$ cat config.mk
export PLATFORM = sky130hd
export DESIGN_NAME = reorder_buffer_flat
export DESIGN_NICKNAME = d
export VERILOG_FILES = /design/src/rtl/rob_pkg.sv /design/src/rtl/reorder_buffer_if.sv /design/src/rtl/rob_ptr.sv /design/src/rtl/reorder_buffer.sv /design/src/flat_wrapper.sv
export SDC_FILE = /design/constraint.sdc
export NUM_CORES = 1
export LEC_CHECK = 0
export ABC_AREA = 0
export CAP_MARGIN = 20
export CORE_ASPECT_RATIO = 2
export CORE_MARGIN = 3
export CORE_UTILIZATION = 45
export CTS_BUF_LIST = sky130_fd_sc_hd__clkbuf_4 sky130_fd_sc_hd__clkbuf_8
export DETAILED_ROUTE_END_ITERATION = 6
export HOLD_SLACK_MARGIN = 0.12
export PLACE_DENSITY = 0.74
export SLEW_MARGIN = 20
export SYNTH_ARGS = -nofsm -noshare
export SYNTH_HDL_FRONTEND = slang
export SYNTH_SLANG_ARGS = --single-unit
$ cat constraint.sdc
create_clock -name clk -period 3.5 [get_ports clk]
set_clock_uncertainty 0.05 [all_clocks]
set_input_delay 0.7 -clock clk [delete_from_list [all_inputs] [get_ports clk]]
set_output_delay 0.7 -clock clk [all_outputs]
set_load 0.01 [all_outputs]
$ cat src/rtl/rob_pkg.sv
// Shared sizing and entry layout for the reorder buffer.
package rob_pkg;

  localparam int ROB_DEPTH = 8;
  localparam int ROB_TAG_W = $clog2(ROB_DEPTH);

  typedef struct packed {
    logic        valid;
    logic        done;
    logic        writes;
    logic [4:0]  rd;
    logic [31:0] data;
  } rob_entry_t;

endpackage

$ cat src/rtl/reorder_buffer_if.sv
// Issue, CDB, query, flush and commit signals of the reorder buffer.
interface reorder_buffer_if import rob_pkg::*; #(parameter int TAG_W = ROB_TAG_W);

  logic             i_alloc_valid;
  logic [4:0]       i_alloc_rd;
  logic             i_alloc_writes;
  logic             o_alloc_ready;
  logic [TAG_W-1:0] o_alloc_tag;
  logic             i_cdb_valid;
  logic [TAG_W-1:0] i_cdb_tag;
  logic [31:0]      i_cdb_data;
  logic [TAG_W-1:0] i_q_tag;
  logic             o_q_done;
  logic [31:0]      o_q_data;
  logic             i_flush;
  logic             o_commit_valid;
  logic [TAG_W-1:0] o_commit_tag;
  logic [4:0]       o_commit_rd;
  logic             o_commit_RegWrite;
  logic [31:0]      o_commit_data;
  logic [TAG_W:0]   o_count;

  modport master (
    output i_alloc_valid, i_alloc_rd, i_alloc_writes, i_cdb_valid, i_cdb_tag,
           i_cdb_data, i_q_tag, i_flush,
    input  o_alloc_ready, o_alloc_tag, o_q_done, o_q_data, o_commit_valid,
           o_commit_tag, o_commit_rd, o_commit_RegWrite, o_commit_data, o_count
  );

  modport slave (
    input  i_alloc_valid, i_alloc_rd, i_alloc_writes, i_cdb_valid, i_cdb_tag,
           i_cdb_data, i_q_tag, i_flush,
    output o_alloc_ready, o_alloc_tag, o_q_done, o_q_data, o_commit_valid,
           o_commit_tag, o_commit_rd, o_commit_RegWrite, o_commit_data, o_count
  );

endinterface

$ cat src/rtl/rob_ptr.sv
// Wrapping ring pointer; wraps naturally because the depth is a power of two.
module rob_ptr #(
  parameter int TAG_W = 3
) (
  input  logic             clk,
  input  logic             reset,
  input  logic             i_clear,
  input  logic             i_inc,
  output logic [TAG_W-1:0] o_ptr
);

  logic [TAG_W-1:0] r_ptr;

  always_ff @(posedge clk) begin
    if (!reset || i_clear) begin
      r_ptr <= '0;
    end else if (i_inc) begin
      r_ptr <= r_ptr + TAG_W'(1);
    end
  end

  assign o_ptr = r_ptr;

endmodule

$ cat src/rtl/reorder_buffer.sv
// In-order commit buffer: issue allocates at tail, CDB completes entries,
// the head retires one per cycle straight onto the register-file write port.
module reorder_buffer import rob_pkg::*; #(
  parameter int DEPTH = ROB_DEPTH,
  parameter int TAG_W = $clog2(DEPTH)
) (
  input  logic             clk,
  input  logic             reset,
  reorder_buffer_if.slave  bus
);

  rob_entry_t       r_entries [DEPTH];
  logic [TAG_W:0]   r_count;
  logic [TAG_W-1:0] w_head;
  logic [TAG_W-1:0] w_tail;
  rob_entry_t       w_head_e;
  rob_entry_t       w_q_e;
  logic             w_alloc_ready;
  logic             w_alloc_fire;
  logic             w_commit;
  logic             w_bypass;
  logic             w_q_done;

  assign w_head_e      = r_entries[w_head];
  assign w_q_e         = r_entries[bus.i_q_tag];
  assign w_alloc_ready = (r_count < (TAG_W+1)'(DEPTH));
  assign w_alloc_fire  = bus.i_alloc_valid && w_alloc_ready && !bus.i_flush;
  assign w_commit      = w_head_e.valid && w_head_e.done && !bus.i_flush && reset;
  assign w_bypass      = bus.i_cdb_valid && (bus.i_cdb_tag == bus.i_q_tag);
  assign w_q_done      = w_q_e.valid && (w_q_e.done || w_bypass);

  rob_ptr #(.TAG_W(TAG_W)) u_head (
    .clk     (clk),
    .reset   (reset),
    .i_clear (bus.i_flush),
    .i_inc   (w_commit),
    .o_ptr   (w_head)
  );

  rob_ptr #(.TAG_W(TAG_W)) u_tail (
    .clk     (clk),
    .reset   (reset),
    .i_clear (bus.i_flush),
    .i_inc   (w_alloc_fire),
    .o_ptr   (w_tail)
  );

  // Alloc only targets a free slot, so it never collides with the CDB or commit.
  always_ff @(posedge clk) begin
    if (!reset || bus.i_flush) begin
      for (int i = 0; i < DEPTH; i++) begin
        r_entries[i] <= '0;
      end
      r_count <= '0;
    end else begin
      if (bus.i_cdb_valid && r_entries[bus.i_cdb_tag].valid) begin
        r_entries[bus.i_cdb_tag].done <= 1'b1;
        r_entries[bus.i_cdb_tag].data <= bus.i_cdb_data;
      end
      if (w_commit) begin
        r_entries[w_head].valid <= 1'b0;
      end
      if (w_alloc_fire) begin
        r_entries[w_tail] <= '{valid: 1'b1, done: 1'b0, writes: bus.i_alloc_writes,
                               rd: bus.i_alloc_rd, data: 32'd0};
      end
      unique case ({w_alloc_fire, w_commit})
        2'b10:   r_count <= r_count + (TAG_W+1)'(1);
        2'b01:   r_count <= r_count - (TAG_W+1)'(1);
        default: r_count <= r_count;
      endcase
    end
  end

  assign bus.o_alloc_ready     = w_alloc_ready;
  assign bus.o_alloc_tag       = w_tail;
  assign bus.o_count           = r_count;
  assign bus.o_commit_valid    = w_commit;
  assign bus.o_commit_tag      = w_head;
  assign bus.o_commit_rd       = w_commit ? w_head_e.rd : 5'd0;
  assign bus.o_commit_data     = w_commit ? w_head_e.data : 32'd0;
  assign bus.o_commit_RegWrite = w_commit && w_head_e.writes && (w_head_e.rd != 5'd0);
  assign bus.o_q_done          = w_q_done;
  assign bus.o_q_data          = !w_q_done ? 32'd0 : (w_bypass ? bus.i_cdb_data : w_q_e.data);

endmodule

$ cat src/flat_wrapper.sv
// flat-port wrapper written by rule: the top's interface ports become plain ports
module reorder_buffer_flat import rob_pkg::*;
#(
  parameter int DEPTH = ROB_DEPTH,
  parameter int TAG_W = $clog2(DEPTH)
)
  (clk, reset, bus_i_alloc_valid, bus_i_alloc_rd, bus_i_alloc_writes, bus_i_cdb_valid, bus_i_cdb_tag, bus_i_cdb_data, bus_i_q_tag, bus_i_flush, bus_o_alloc_ready, bus_o_alloc_tag, bus_o_q_done, bus_o_q_data, bus_o_commit_valid, bus_o_commit_tag, bus_o_commit_rd, bus_o_commit_RegWrite, bus_o_commit_data, bus_o_count);
  reorder_buffer_if #(.TAG_W(TAG_W)) bus_i ();
  input  logic clk;
  input  logic reset;
  input wire logic [$bits(bus_i.i_alloc_valid)-1:0] bus_i_alloc_valid;
  input wire logic [$bits(bus_i.i_alloc_rd)-1:0] bus_i_alloc_rd;
  input wire logic [$bits(bus_i.i_alloc_writes)-1:0] bus_i_alloc_writes;
  input wire logic [$bits(bus_i.i_cdb_valid)-1:0] bus_i_cdb_valid;
  input wire logic [$bits(bus_i.i_cdb_tag)-1:0] bus_i_cdb_tag;
  input wire logic [$bits(bus_i.i_cdb_data)-1:0] bus_i_cdb_data;
  input wire logic [$bits(bus_i.i_q_tag)-1:0] bus_i_q_tag;
  input wire logic [$bits(bus_i.i_flush)-1:0] bus_i_flush;
  output wire logic [$bits(bus_i.o_alloc_ready)-1:0] bus_o_alloc_ready;
  output wire logic [$bits(bus_i.o_alloc_tag)-1:0] bus_o_alloc_tag;
  output wire logic [$bits(bus_i.o_q_done)-1:0] bus_o_q_done;
  output wire logic [$bits(bus_i.o_q_data)-1:0] bus_o_q_data;
  output wire logic [$bits(bus_i.o_commit_valid)-1:0] bus_o_commit_valid;
  output wire logic [$bits(bus_i.o_commit_tag)-1:0] bus_o_commit_tag;
  output wire logic [$bits(bus_i.o_commit_rd)-1:0] bus_o_commit_rd;
  output wire logic [$bits(bus_i.o_commit_RegWrite)-1:0] bus_o_commit_RegWrite;
  output wire logic [$bits(bus_i.o_commit_data)-1:0] bus_o_commit_data;
  output wire logic [$bits(bus_i.o_count)-1:0] bus_o_count;
  assign bus_i.i_alloc_valid = bus_i_alloc_valid;
  assign bus_i.i_alloc_rd = bus_i_alloc_rd;
  assign bus_i.i_alloc_writes = bus_i_alloc_writes;
  assign bus_i.i_cdb_valid = bus_i_cdb_valid;
  assign bus_i.i_cdb_tag = bus_i_cdb_tag;
  assign bus_i.i_cdb_data = bus_i_cdb_data;
  assign bus_i.i_q_tag = bus_i_q_tag;
  assign bus_i.i_flush = bus_i_flush;
  assign bus_o_alloc_ready = bus_i.o_alloc_ready;
  assign bus_o_alloc_tag = bus_i.o_alloc_tag;
  assign bus_o_q_done = bus_i.o_q_done;
  assign bus_o_q_data = bus_i.o_q_data;
  assign bus_o_commit_valid = bus_i.o_commit_valid;
  assign bus_o_commit_tag = bus_i.o_commit_tag;
  assign bus_o_commit_rd = bus_i.o_commit_rd;
  assign bus_o_commit_RegWrite = bus_i.o_commit_RegWrite;
  assign bus_o_commit_data = bus_i.o_commit_data;
  assign bus_o_count = bus_i.o_count;
  reorder_buffer #(.DEPTH(DEPTH), .TAG_W(TAG_W)) u_core (.clk(clk), .reset(reset), .bus(bus_i));
endmodule
# ---- After elaboration in Yosys (flattened, before gate mapping)
# Memories as Yosys holds them, arrays and structs flattened. A register that Yosys moved wholly into a read port is not among the register bits.
# Index checks and enable logic that the tools add are counted.
dict set report totals {
  mem_bits_ro 0
  latch_bits 0
  wordCells 58
  memories 1
  reg_bits 10
  in_bits 49
  ramBits 320
}
# name depth word_bits rd rd_ports_with_merged_regs wr line
set memory_table {}
lappend memory_table {u_core.r_entries 8 40 3 1 8 reorder_buffer.sv:12} ;# rob_entry_t r_entries [DEPTH];
dict set report op_classes {
  shift 0
  n_mux 27
  reduce_logical 19
  bitwise_logic 0
  addsub 4
  div 0
  mul 0
  order_cmp 1
  n_eq_ne 3
}
# op count
set op_table {}
lappend op_table {{40-bit two-way mux} 3}
lappend op_table {{40-bit OR reduction} 3}
lappend op_table {{32-bit two-way mux} 3}
lappend op_table {{3-bit two-way mux} 5}
lappend op_table {{1-bit two-way mux} 12}
lappend op_table {{1-bit logical AND} 10}
lappend op_table {{4-bit case mux with 2 select lines} 1}
lappend op_table {{3-bit by 1-bit adder with 3-bit output, second input constant} 2}
lappend op_table {{5-bit two-way mux} 1}
lappend op_table {{5-bit nonzero test} 1}
lappend op_table {{4-bit by 1-bit adder with 4-bit output, second input constant} 1}
lappend op_table {{4-bit < comparator, second input constant} 1}
lappend op_table {{2-bit two-way mux} 2}
lappend op_table {{4-bit by 1-bit subtractor with 4-bit output, second input constant} 1}
lappend op_table {{3-bit == test} 1}
lappend op_table {{2-bit by 1-bit == test with 1-bit output, second input constant} 1}
lappend op_table {{2-bit == test, second input constant} 1}
lappend op_table {{1-bit zero test} 2}
lappend op_table {{1-bit logical OR} 2}
lappend op_table {{2-bit nonzero test} 1}

# ---- Depth between registers and ports, before layout
dict set report logic_depth {
  depth_word 8
  mapped_depth 15
}

# ---- By module
# A second synthesis with hierarchy kept.
dict set report hier_totals {
  cells_unflattened 1349
  hier_area_um2 15508.6
}
# mod cells_per_inst n_inst seq_area_each_um2 area_each_um2
set by_module_without_submodules {}
lappend by_module_without_submodules {reorder_buffer 1325 1 6966.7 15253.4}
lappend by_module_without_submodules {rob_ptr 12 2 60.1 127.6}

# ---- Worst setup path before layout
# Ideal clock, no wire load.
dict set report synth_timing {
  path_kind {register -> register}
  start {reg with a tool-made name}
  end {reg u_core.r_count[2], in the netlist u_core.bus.o_count[2]}
  slack_ns 0.344
  path_stages_with_launch 16
  arrival_time_ns 3.036
  cell_sequence {dfxtp_1 -> buf_2 -> nand3_1 -> o21ai_0 -> mux4_2 -> nand2_1 -> buf_2 -> buf_1 -> inv_1 -> ha_1 -> xor2_1 -> ha_1 -> a21oi_1 -> xor2_1 -> or3_1 -> a21oi_1}
}
# item line
set synth_rtl {}
lappend synth_rtl {{end signal: assignment} reorder_buffer.sv:68} ;# 2'b10: r_count <= r_count + (TAG_W+1)'(1);
lappend synth_rtl {{end signal: assignment} reorder_buffer.sv:69} ;# 2'b01: r_count <= r_count - (TAG_W+1)'(1);
lappend synth_rtl {{end signal: assignment} reorder_buffer.sv:70} ;# default: r_count <= r_count;
lappend synth_rtl {{end: declaration} reorder_buffer.sv:13} ;# logic [TAG_W:0] r_count;

==> metrics.yaml <==
placement:
  port_buffers: 131
  dp.cells: 1808
  place_congestion: 0.847
  dp_hpwl_microns: 32100
  dp_slack_ns: -0.475
setup_path:
  worst_r2r_path_depth: 14
  endpoint_kind: "primary output"
  cp_data_arrival_time_ns: 2.67
  path_max_fanout: 17
  required_ns: 2.75
  critical_path_class: "reg -> out"
  critical_path.startpoint_type: "flop"
clock_tree:
  path_clk_slew_ns: 0.07
  cts.path.max_buffers: 3
  cts_sinks: 333
  cts_tree: "done"
  cts_root_buffer: "clkbuf_8"
  numCtsBuffers: 47
  cts_max_level: 2
  insertion_delay_ns: 0.62
  holdBufCountCts: 0
power:
  total_power_mw: 8.10
  ir_drop_v: 0.000308
  pwr_density_cell_mw_per_mm2: 411
  power.leakage_nw: 7.44
finish:
  area_growth_pct: 21.1
  nNetsFinal: 1479
  fillCellCount: 2837
  fin_cells: 1911
  mostFrequentLayoutCells: "dfxtp_1, a22o_1, mux4_2"
  multiInputGateArea_sq_mm: 0.00834
  seqCellArea_sq_mm: 0.00716
  drive_above_1_share_pct: 29.7
  final_common_cell: "dfxtp_1"
status:
  outcome: "completed"
detailed_routing:
  vias: 12530
  wl_microns: 50300
  wl_per_cell_microns: 26.3
  vias_per_cell: 6.56
  route.detailed.drc: 0
  first_pass_iters: 5
  antenna_left: 0
  drt_iter0_drc: 1129
timing:
  fin_crit_sh_pct: 97.7
  fin_ws_ns: 0.0806
  hold_violations: 0
  fin_crit_ns: 3.42
  tightest_slew_ns: 1.12
  clock.fmax_mhz: 292
  slew_headroom_pct: 25.0
  maxSlewViolCount: 0
  setup_viol: 0
  rsz0062_at_grt: "false"
logic_synthesis:
  synth-main-ff-cell: "dfxtp_1"
  synth-edff-count: 48
  seq_area_frac_synth_pct: 44.0
  ys_ff_latch: 333
  ys_types: 52
  synth_cells: 1271
  synth_top_cell_area_share_pct: 35.1
  synth_area_leader_cell: "dfxtp_1"
  yosysWarnings: 0
  synth_area_per_cell_sq_um: 12.8
  synth_area_sq_mm: 0.0162
  synth_nets: 1325
  async_flop_share_pct: 0
  synth_area_leaders: "dfxtp_1, mux4_2, a22o_1"
floorplan:
  die_area_sq_mm: 0.0386
  die_w_microns: 140
  die_h_microns: 275
  rows: 97
  fp.coreArea_sq_mm: 0.0353
  initial_core_util_pct: 46.0
  ioPinCount: 132
global_route:
  grt_pass1_vias: 13168
  antenna_found_initial: 4
  grt_max_degree: 54
  grt_usage_pct: 25.6
  grt_pass1_wl_microns: 76700
  grt-ovfl-total: 0
run:
  drv_cap: 0
worst_hold_path:
  hold_depth: 1
  hp-class: "reg -> reg"
## per-stage QoR
stage          TNS [ns]  instance area (sq um)  hold slack (ns)  utilization [%]
3_3_place_gp     -12.57                  18400            0.408             52.2
2_1_floorplan         0                  16200            0.394                -
5_1_grt               0                  19700            0.458             55.7
6_report              0                  19700            0.428             55.7
3_5_place_dp     -12.94                  18400            0.411             52.2
4_1_cts               0                  19800            0.428             55.9
## area by class of cell
class | instances | share of cell area, %
inverters | 20 | 0.381
repair buffers | 250 | 12.3
well taps | 445 | 2.83
multi-input cells | 773 | 42.4
flip-flops and latches | 333 | 36.4
diodes | 3 | 0.0381
clock buffers | 64 | 4.25
clock inverters | 23 | 1.47
## synthesized netlist by cell type, types with 8 or more instances
library cell / n
a211oi_1: 35
nand3_1: 8
mux4_2: 145
nand2_1: 17
inv_1: 18
a31o_2: 9
buf_4: 13
a21o_1: 8
nor2_1: 89
and2_1: 49
buf_1: 37
a22o_1: 256
dfxtp_1: 285
mux2i_1: 71
buf_2: 49
clkbuf_1: 23
buf_6: 22
edfxtp_1: 48
## critical path: stages (launching register included)
cell	delay [ns]
dfxtp_4	0.44
buf_12	0.20
mux4_2	0.53
mux2i_2	0.27
and4_1	0.22
a211oi_1	0.07
dlygate4sd2_1	0.30
## cells by family (layout without fill, tap and decap cells)
family	count (synthesis)	count (layout)	share of synthesized area, %
muxes	216	216	24.5
xor gates and xnor gates	10	10	0.539
AOI/OAI and AO/OA	338	338	18.1
other	0	3	0
DFF	333	333	44.0
adders and majority gates	5	5	0.385
buffers and inverters	165	357	5.58
and+or+nand+nor	204	204	6.91
## power by group
| group | total (mW) | internal, mW | switching (mW) |
|---|---|---|---|
| Combinational | 0.537 | 0.213 | 0.323 |
| Clock | 3.63 | 2.02 | 1.61 |
| Sequential | 3.93 | 3.91 | 0.0214 |
## per-layer routing
layer	global-route usage, %	up-vias	share of wire [%]
li1	-	5321	-
met1	28.7	6354	36
met2	44.2	642	51
met3	4.02	211	6.4
met4	17.9	2	7.2
met5	0	-	0.040
## sequential cells by signal, summed over array words and instances (netlist names), named ones only
register,count
u_core.bus.o_count,4
u_core.u_tail.o_ptr,3
u_core.u_head.o_ptr,3
u_core.r_entries,320
## worst paths after layout
check | end | slack (ns) | start
worst min-delay path | u_core.r_entries[2][38]$_SDFF_PP0_ | 0.43 | u_core.r_entries[2][38]$_SDFF_PP0_
worst max register to register | u_core.bus.o_count[2]$_SDFFE_PP0P_ | 0.43 | flop
worst min register to register | u_core.r_entries[2][38]$_SDFF_PP0_ | 0.43 | u_core.r_entries[2][38]$_SDFF_PP0_
worst max-delay path | bus_o_commit_RegWrite | 0.08 | flop
## what timing repair did
action / CTS / global route
resized for setup: 94 / 60
cloned: 3 / 0
pin swaps: 3 / 2
setup endpoints to repair: 72 / 33
setup buffers: 11 / 0
Note: power is estimated with default switching activity, not from simulation.
